File: src/rtl/sync_pulse_gen.sv
// -----------------------------------------------------------------------------
// sync_pulse_gen
// Transmit side of the auto-sync handshake, clocked in the bus domain.
// Primary role: drives one active-low sync pulse on the shared line, actively
// drives it high for a while, then releases it.
// Secondary role: waits for a complete low pulse from the primary, then
// reflects one pulse back after a programmable delay, or gives up with a
// timeout if no complete pulse arrives.
//
// Ports
//   clock_bus   in   sole clock
//   reset_bus   in   asynchronous active-high reset
//   as_en       in   rising edge starts a sequence, low aborts it
//   as_prim     in   1 = primary role, 0 = secondary role (sampled at start)
//   as_delay    in   secondary reflect delay in cycles (latched at start)
//   sync_in     in   sync line, already synchronized to clock_bus
//   sync_out    out  line drive value (idles 1)
//   sync_oe     out  line output enable
//   as_active   out  high while a sequence is running
//   as_done     out  one-cycle pulse at normal sequence end
//   as_timeout  out  secondary saw no complete pulse, held until next start
// -----------------------------------------------------------------------------
module sync_pulse_gen #(
   parameter int PULSE_LENGTH = 3,
   parameter int PULSE_WAIT   = 5,
   parameter int TIME_BITS    = 8,
   parameter int DELAY_BITS   = 12
) (
   input  logic                  clock_bus,
   input  logic                  reset_bus,
   input  logic                  as_en,
   input  logic                  as_prim,
   input  logic [DELAY_BITS-1:0] as_delay,
   input  logic                  sync_in,
   output logic                  sync_out,
   output logic                  sync_oe,
   output logic                  as_active,
   output logic                  as_done,
   output logic                  as_timeout
);

   // One phase counter is shared by the pulse, hold and delay phases, so it
   // must be wide enough for the largest of them.
   localparam int LEN_MAX = (PULSE_LENGTH > PULSE_WAIT) ? PULSE_LENGTH : PULSE_WAIT;
   localparam int LEN_W   = $clog2(LEN_MAX + 1);
   localparam int CNT_W   = (LEN_W > DELAY_BITS) ? LEN_W : DELAY_BITS;

   localparam logic [CNT_W-1:0]     PULSE_LAST = CNT_W'(PULSE_LENGTH - 1);
   localparam logic [CNT_W-1:0]     WAIT_LAST  = CNT_W'(PULSE_WAIT - 1);
   localparam logic [TIME_BITS-1:0] TIME_MAX   = {TIME_BITS{1'b1}};

   typedef enum logic [2:0] {
      IDLE          = 3'd0,
      PRIM_PULSE    = 3'd1,
      SEC_WAIT_FALL = 3'd2,
      SEC_WAIT_RISE = 3'd3,
      SEC_DELAY     = 3'd4,
      SEC_PULSE     = 3'd5,
      HOLD          = 3'd6,
      DONE          = 3'd7
   } state_t;

   state_t                  state_q, state_d;
   logic [CNT_W-1:0]        cnt_q, cnt_d;
   logic [TIME_BITS-1:0]    timer_q, timer_d;
   logic [DELAY_BITS-1:0]   delay_q, delay_d;
   logic                    as_en_ff_q;
   logic                    sync_in_ff_q;
   logic                    sync_out_q, sync_out_d;
   logic                    sync_oe_q, sync_oe_d;
   logic                    as_active_q, as_active_d;
   logic                    as_done_q, as_done_d;
   logic                    as_timeout_q, as_timeout_d;

   logic                    start_s;
   logic                    fall_s;
   logic                    rise_s;
   logic [DELAY_BITS-1:0]   delay_m1_s;
   logic                    delay_last_s;

   // Edge detection and delay terminal count.
   always_comb begin
      start_s      = as_en & ~as_en_ff_q;
      fall_s       = sync_in_ff_q & ~sync_in;
      rise_s       = ~sync_in_ff_q & sync_in;
      delay_m1_s   = delay_q - DELAY_BITS'(1);
      delay_last_s = (cnt_q == CNT_W'(delay_m1_s));
   end

   // Next-state, counter and status computation.
   always_comb begin
      state_d      = state_q;
      cnt_d        = cnt_q;
      timer_d      = timer_q;
      delay_d      = delay_q;
      as_timeout_d = as_timeout_q;

      if ((state_q != IDLE) && !as_en) begin
         // Abort: release the line, no done pulse, timeout flag untouched.
         state_d = IDLE;
      end else begin
         case (state_q)
            IDLE: begin
               // The role only selects the first state, so the state itself
               // carries the latched role for the rest of the sequence.
               if (start_s) begin
                  delay_d      = as_delay;
                  timer_d      = {TIME_BITS{1'b0}};
                  as_timeout_d = 1'b0;
                  state_d      = as_prim ? PRIM_PULSE : SEC_WAIT_FALL;
               end else begin
                  state_d = IDLE;
               end
            end
            PRIM_PULSE, SEC_PULSE: begin
               if (cnt_q == PULSE_LAST) begin
                  state_d = HOLD;
               end else begin
                  cnt_d = cnt_q + CNT_W'(1);
               end
            end
            SEC_WAIT_FALL: begin
               // Timeout wins over an edge seen in the same cycle.
               if (timer_q == TIME_MAX) begin
                  as_timeout_d = 1'b1;
                  state_d      = DONE;
               end else begin
                  timer_d = timer_q + TIME_BITS'(1);
                  if (fall_s) begin
                     state_d = SEC_WAIT_RISE;
                  end else begin
                     state_d = SEC_WAIT_FALL;
                  end
               end
            end
            SEC_WAIT_RISE: begin
               if (timer_q == TIME_MAX) begin
                  as_timeout_d = 1'b1;
                  state_d      = DONE;
               end else begin
                  timer_d = timer_q + TIME_BITS'(1);
                  if (rise_s) begin
                     // Zero delay drives low on the same edge the rise is seen.
                     state_d = (delay_q == {DELAY_BITS{1'b0}}) ? SEC_PULSE : SEC_DELAY;
                  end else begin
                     state_d = SEC_WAIT_RISE;
                  end
               end
            end
            SEC_DELAY: begin
               // Entered on the rise edge, so delay-1 further counts reach
               // the pulse exactly delay edges after the rise.
               if (delay_last_s) begin
                  state_d = SEC_PULSE;
               end else begin
                  cnt_d = cnt_q + CNT_W'(1);
               end
            end
            HOLD: begin
               if (cnt_q == WAIT_LAST) begin
                  state_d = DONE;
               end else begin
                  cnt_d = cnt_q + CNT_W'(1);
               end
            end
            DONE: begin
               state_d = IDLE;
            end
            default: begin
               state_d = IDLE;
            end
         endcase
      end

      if (state_d != state_q) begin
         cnt_d = {CNT_W{1'b0}};
      end else begin
         cnt_d = cnt_d;
      end
   end

   // Output values are decoded from the next state so they are registered
   // and change on the same edge as the state.
   always_comb begin
      sync_out_d  = !((state_d == PRIM_PULSE) || (state_d == SEC_PULSE));
      sync_oe_d   = (state_d == PRIM_PULSE) || (state_d == SEC_PULSE) || (state_d == HOLD);
      as_active_d = !((state_d == IDLE) || (state_d == DONE));
      as_done_d   = (state_d == DONE);
   end

   // State, counters, edge-detect history and registered outputs.
   always_ff @(posedge clock_bus or posedge reset_bus) begin
      if (reset_bus) begin
         state_q      <= IDLE;
         cnt_q        <= {CNT_W{1'b0}};
         timer_q      <= {TIME_BITS{1'b0}};
         delay_q      <= {DELAY_BITS{1'b0}};
         as_en_ff_q   <= 1'b0;
         sync_in_ff_q <= 1'b1;
         sync_out_q   <= 1'b1;
         sync_oe_q    <= 1'b0;
         as_active_q  <= 1'b0;
         as_done_q    <= 1'b0;
         as_timeout_q <= 1'b0;
      end else begin
         state_q      <= state_d;
         cnt_q        <= cnt_d;
         timer_q      <= timer_d;
         delay_q      <= delay_d;
         as_en_ff_q   <= as_en;
         sync_in_ff_q <= sync_in;
         sync_out_q   <= sync_out_d;
         sync_oe_q    <= sync_oe_d;
         as_active_q  <= as_active_d;
         as_done_q    <= as_done_d;
         as_timeout_q <= as_timeout_d;
      end
   end

   assign sync_out   = sync_out_q;
   assign sync_oe    = sync_oe_q;
   assign as_active  = as_active_q;
   assign as_done    = as_done_q;
   assign as_timeout = as_timeout_q;

endmodule

File: config.mk
export PLATFORM = sky130hd
export DESIGN_NAME = sync_pulse_gen
export DESIGN_NICKNAME = d
export VERILOG_FILES = /design/src/rtl/sync_pulse_gen.sv
export SDC_FILE = /design/constraint.sdc
export NUM_CORES = 1
export LEC_CHECK = 0
export BUFFER_PORTS_ARGS = -buffer_cell sky130_fd_sc_hd__clkbuf_2
export CORE_MARGIN = 3
export CORE_UTILIZATION = 38
export CTS_CLUSTER_SIZE = 10
export DETAILED_ROUTE_END_ITERATION = 16
export GPL_ROUTABILITY_DRIVEN = 0
export PLACE_DENSITY = 0.56
export SLEW_MARGIN = 15
export SYNTH_ARGS = -nofsm -noshare
export SYNTH_HDL_FRONTEND = slang
export SYNTH_SLANG_ARGS = --single-unit
File: constraint.sdc
create_clock -name clock_bus -period 4.07 [get_ports clock_bus]
set_input_delay 0.814 -clock clock_bus [delete_from_list [all_inputs] [get_ports clock_bus]]
set_output_delay 0.814 -clock clock_bus [all_outputs]
set_load 0.005 [all_outputs]
==> metrics, run 1 <==
Worst-Skew Late Latency=290 ps; CTS H-Tree Depth=2; Hold Vio Cnt, Final=0; RSZ-0062 raised after global routing=no; vias post-DR=2300; Hold Path Cell Cnt=2; Reg2Reg Depth=9; Initial Utilization=between 30% and 40%; Final min period=between 3000 and 4000 ps; All-Layer GR Usage=16.3%; I/O pin total=22; Die X=91.1 um; drt pass-1 iters=4; Worst Setup End Kind=register; final setup fails=0; final clock skew=3.49 ps; #FFs+latches synth=42; Rel. slew slack=43.0%; FP Rows=30; antenna violations before repair=0; post-synth net total=332; Startpoint Class=register; GRT overflow=0; CP Max Fanout=12; hold-fix buffers at CTS=0; Setup Buffers After CTS=0; ys flop type=dfrtp_1; Hold WS=between 400 and 500 ps; number of global-route vias before repair=2310; worst-margin pin slew=855 ps; input/output buffers=21; CTS tree=built; routed len/inst=~15 um; Max-Cap Viols=0; most common library cell in the layout ignoring fill and taps=nand2_1; arrival time worst endpoint=3200 ps; Setup CP Type=reg2reg; Net count, final=344; CP required=4220 ps; diode count=0; CTS resizes=0; worst min path class=reg2reg; Cell variety after synth=61; final worst-path cycle share=between 70% and 80%; Netlist Area Pre-Place=2750 um^2; Fmax=328 MHz; commonest non-fill, non-tap cells in the layout=nand2_1, dfrtp_1, clkbuf_2, nor2_1, nand3_1; DRC viols=0; Area Growth Syn to Fin=8.37%; syn avg cell area=8.88 um^2; chip height=~91 um; Detail Route Antenna Nets=0; Seq/Total Area, Yosys=38.3%; largest net degree at the start of global routing=43; asr flop ratio synth=100%; Pleak=~1.2 nW; Pins Over Slew Limit=0; layout cells sized above 1=16.4%; Setup Total Neg Slack=0 ps; Post-Place Cells=411; Peak VDD IR=0.239 mV; die area=8300 um^2; Synth warnings=0; Power per Cell Area=~550 nW/um^2; CTS max path bufs=2; Clock transition at path regs=80 ps; detailed placement HPWL=4520 um; Cell Count, Final, Fillers Out=between 400 and 500; status=complete, no violations; CTS buffer count=5; number of flops mapped to enable cells by yosys=0; Clock Sinks=42; core region area=6910 um^2; Root Buffer=clkbuf_8; drt total wl=6300 um; First DRT Iteration DRCs=143; first-pass GRT wire length=11000 um; via/cell ratio=5.49; Synth Instances=310
[final cells by class]
| class | count | area, um^2 |
|---|---|---|
| Fill cell | 717 | 3930 |
| Multi-Input combinational cell | 237 | 1550 |
| Sequential cell | 42 | 1050 |
| Timing Repair Buffer | 23 | 120 |
| Tap cell | 96 | 120 |
| Clock buffer | 7 | 86.3 |
| Inverter | 13 | 48.8 |
| Clock inverter | 1 | 5.00 |
[report_power, final]
group | total (mW) | switching (mW) | internal, mW | leakage (nW)
sequential | 0.658 | 0.145 | 0.513 | 0.551
clock | 0.285 | 0.147 | 0.137 | 0.0482
combinational | 0.687 | 0.397 | 0.290 | 0.643
[synth_stat cells, types with 6 or more instances]
cell	n	area share [%]
inv_1	12	1.6
nor3_1	7	1.3
a21oi_2	9	2.9
clkbuf_1	9	1.2
buf_2	6	1.1
or4_1	10	2.7
nand2_1	44	6.0
nand4_1	12	2.7
xor2_1	11	3.5
o31ai_1	9	2.5
dfrtp_1	40	36
a21oi_1	8	1.5
nand3_1	16	2.9
o21ai_0	14	2.5
nor2_1	19	2.6
xnor2_1	8	2.5
[kinds of logic (layout without fill, tap and decap cells)]
| group | after synthesis | in the layout | synth area share (%) |
|---|---|---|---|
| XOR/XNOR | 20 | 20 | 6.87 |
| buffers and inverters | 31 | 44 | 5.46 |
| adder cells (fa/ha/maj) | 5 | 5 | 2.27 |
| flip-flops | 42 | 42 | 38.3 |
| AO/OA/AOI/OAI | 64 | 64 | 17.3 |
| multiplexers | 3 | 3 | 1.14 |
| AND/OR/NAND/NOR | 145 | 145 | 28.6 |
[per-stage QoR]
stage	instance area, um^2	utilization (%)	total power, mW	setup slack [ps]
2_1_floorplan	2750	-	1.20	1320
3_3_place_gp	2890	41.8	1.34	1080
3_5_place_dp	2890	41.8	1.35	962
4_1_cts	2980	43.2	1.64	997
5_1_grt	2980	43.2	1.77	627
6_report	2980	43.2	1.63	1020
[sequential cells by signal (all words and copies together), names as in the netlist]
| register | cells |
|---|---|
| as_active | 1 |
| as_done | 1 |
| as_en_ff_q | 1 |
| as_timeout | 1 |
| cnt_q | 12 |
| delay_q | 12 |
| state_q | 3 |
| sync_in_ff_q | 1 |
| sync_oe | 1 |
| sync_out | 1 |
| timer_q | 8 |
[critical path, stage by stage (launching register included)]
cell and delay [ps]:
dfrtp_1 450, inv_1 80, ha_1 340, o21ba_1 240, a221oi_2 260, a41oi_1 70
or4_4 580, and4bb_1 290, or3_1 520, a21oi_1 80
[worst paths after layout]
check,startpoint,endpoint,slack [ps]
worst max-delay path,delay_q[0],cnt_q[11],1020
worst min-delay path,as_timeout,as_timeout,490
worst max register to register,delay_q[0],cnt_q[11],1020
worst min register to register,as_timeout,as_timeout,490
max in group asynchronous,reset_bus,sync_out,3070
min in group asynchronous,reset_bus,delay_q[6],620
[layer usage]
layer	vias to the layer above	routed length (um)	global-route usage, %
met3	5	247	2.65
met2	43	2980	26.3
met1	1099	3010	22.5
li1	1153	-	-
met5	-	0	0
met4	0	67	4.77
Power figures use the tool's default switching activity.
==> run 2: changes to the inputs <==
--- a/config.mk
+++ b/config.mk
@@ -5,13 +5,14 @@
 export SDC_FILE = /design/constraint.sdc
 export NUM_CORES = 1
 export LEC_CHECK = 0
+export ABC_AREA = 1
 export BUFFER_PORTS_ARGS = -buffer_cell sky130_fd_sc_hd__clkbuf_2
 export CORE_MARGIN = 3
 export CORE_UTILIZATION = 38
 export CTS_CLUSTER_SIZE = 10
 export DETAILED_ROUTE_END_ITERATION = 16
 export GPL_ROUTABILITY_DRIVEN = 0
-export PLACE_DENSITY = 0.56
+export PLACE_DENSITY = 0.58
 export SLEW_MARGIN = 15
 export SYNTH_ARGS = -nofsm -noshare
 export SYNTH_HDL_FRONTEND = slang
==> constraint.sdc (replaced) <==
create_clock -name clock_bus -period 2.5 [get_ports clock_bus]
set_input_delay 0.5 -clock clock_bus [delete_from_list [all_inputs] [get_ports clock_bus]]
set_output_delay 0.5 -clock clock_bus [all_outputs]
set_load 0.005 [all_outputs]
==> metrics, run 2 <==
core region area=6570 um^2 (-4.9%); All-Layer GR Usage=16.0% (-0.26 points); syn avg cell area=7.17 um^2 (-19%); number of flops mapped to enable cells by yosys=0 (unchanged); largest net degree at the start of global routing=30 (-30%); commonest non-fill, non-tap cells in the layout=nand2_1, dfrtp_1, inv_1, nor2_1, nand3_1; met2 Track Usage GR=24.6% (-1.7 points); Synth Instances=373 (+20%); Hold Vio Cnt, Final=0 (unchanged); Peak VDD IR=0.511 mV (+110%); detailed placement HPWL=4690 um (+3.7%); Pleak=1.52 nW (+22%); hold-fix buffers at CTS=0 (unchanged); antenna violations before repair=0 (unchanged); Slowest-stage cell, CP=dfrtp_1; Seq/Total Area, Yosys=39.4% (+1.1 points); worst min path class=in2async; Pins Over Slew Limit=0 (unchanged); GRT overflow=0 (unchanged); most common library cell in the layout ignoring fill and taps=nand2_1; CP Max Fanout=12 (unchanged); CTS H-Tree Depth=2 (unchanged); top post-synthesis cells by area=dfrtp_1, nand2_1, nand3_1, inv_1, nor2_1; final core occ=45.8% (+2.6 points); biggest registers after layout=cnt_q: 12 flops, delay_q: 12 flops, timer_q: 8 flops; drt pass-1 iters=4 (unchanged); Setup CP Type=reg2reg; Detail Route Antenna Nets=0 (unchanged); post-synth net total=395 (+19%); ys flop type=dfrtp_1; Cell variety after synth=31 (-49%); CTS buffer count=5 (unchanged); chip height=89.9 um (-1.3%); final setup fails=0 (unchanged); final worst-path cycle share=91.7% (+17 points); vias post-DR=2328 (+1.2%); Yosys top cell by area=dfrtp_1; number of global-route vias before repair=2254 (-2.4%); arrival time worst endpoint=2470 ps (-730 ps); Fmax=436 MHz (+33%); CP required=2670 ps (-1550 ps); Final min period=2290 ps (-760 ps); CTS tree=built; routed len/inst=12.3 um (-18%); die area=8080 um^2 (-2.6%); Synth top area share=37.4% (+1.0 points); WP buf/inv=1 (unchanged); worst-margin pin slew=633 ps (-221 ps); drt total wl=6060 um (-3.8%); input/output buffers=21 (unchanged); CP cell instances=inv_1, ha_1, nand2_1, nor2_2, nand2_1, a21oi_1, nand2_1, nor2_2, nand3_4, nand3_2, nand2_2, nand2_1, nand2_1, nand2_2, nor2_1; via/cell ratio=4.71 (-14%); Net count, final=422 (+23%); FP Rows=29 (-3.3%); final clock skew=8.17 ps (+4.69 ps); I/O pin total=22 (unchanged); Clock transition at path regs=80 ps (about the same); Startpoint Class=register; CTS max path bufs=2 (unchanged); asr flop ratio synth=100% (unchanged); Synth warnings=0 (unchanged); Clock Sinks=42 (unchanged); first-pass GRT wire length=10700 um (-2.9%); Power per Cell Area=977 nW/um^2 (+79%); Initial Utilization=40.7% (+0.89 points); Max-Cap Viols=0 (unchanged); Worst Setup End Kind=register; DRC viols=0 (unchanged); Top delay family on crit path=simple AND/OR/NAND/NOR gates; Rel. slew slack=57.7% (+15 points); Setup Total Neg Slack=0 ps (unchanged); CTS resizes=0 (unchanged); Die X=89.9 um (-1.3%); met1 Use GR=23.2% (+0.69 points); #FFs+latches synth=42 (unchanged); Most Crowded Layer GR=met2; Setup Buffers After CTS=0 (unchanged); met3 usage=2.92% (+0.27 points); layout cells sized above 1=19.7% (+3.3 points); largest stage delay on the critical path=400 ps (-180 ps); Netlist Area Pre-Place=2680 um^2 (-2.8%); most used cell, CP=nand2_1; Area Growth Syn to Fin=12.4%; RSZ-0062 raised after global routing=no; First DRT Iteration DRCs=131 (-8.4%); Post-synth top cells=nand2_1, dfrtp_1, inv_1, nor2_1, nand3_1; status=complete, no violations; diode count=0 (unchanged); most common cell in the netlist=nand2_1; Worst-Skew Late Latency=300 ps (about the same); total chip power=2.94 mW (+80%); Root Buffer=clkbuf_8
## run 2: through the flow
| step | area (um^2) | hold WS, ps | setup slack, ps | std cells |
|---|---|---|---|---|
| finish | 3010 | 257 | 208 | 494 |
| global placement | 2900 | 495 | 241 | 486 |
| global route | 3010 | 281 | 4.05 | 494 |
| CTS | 3010 | 279 | 206 | 494 |
| detailed placement | 2900 | 497 | 215 | 486 |
| floorplan | 2680 | 462 | 523 | 373 |
## run 2: worst paths after layout
kind	from	end	slack, ps	cells past startpoint
worst max-delay path	delay_q[0]	cnt_q[11]	210	15
worst min-delay path	reset_bus	delay_q[0]	260	2
worst max register to register	delay_q[0]	cnt_q[11]	210	15
worst min register to register	timer_q[0]	timer_q[0]	500	1
max in group asynchronous	reset_bus	cnt_q[7]	1650	3
min in group clock_bus	sync_in	sync_in_ff_q	290	1
## run 2: logic make-up after synthesis
group / count (synthesis) / share of synthesized area (%)
adders and majority gates: 5 / 2.34
and+or+nand+nor: 227 / 39.4
buffers and inverters: 56 / 8.18
xor gates and xnor gates: 16 / 5.24
AOI/OAI and AO/OA: 27 / 5.47
DFF: 42 / 39.4
## run 2: cell type report
type / instances / area [um^2]
clock inverter: 3 / 40.0
fill: 684 / 3560
sequential: 42 / 1050
tap: 93 / 116
clock buffer: 5 / 68.8
multi-input combinational: 275 / 1400
inverter: 51 / 191
timing repair buffer: 25 / 135
## run 2: power by group
part | total (mW) | switching, mW | leakage (nW) | internal, mW
Clock | 0.532 | 0.238 | 0.0579 | 0.294
Combinational | 1.37 | 0.925 | 0.908 | 0.450
Sequential | 1.03 | 0.195 | 0.549 | 0.838
## run 2: worst reg2reg max path: stages, from the launching register on
cell     delay, ps
dfrtp_1        400
inv_1          110
ha_1           250
nand2_1        100
nor2_2         120
nand2_1         60
a21oi_1        140
nand2_1         80
nor2_2         130
nand3_4        100
nand3_2        120
nand2_2         80
nand2_1         60
nand2_1         60
nand2_2        280
nor2_1          90
## run 2: metal layers
layer / share of wire, % / vias up
met4: 1.3 / 0
li1: - / 1223
met1: 50 / 1068
met2: 45 / 28
met5: 0 / -
met3: 3.2 / 9
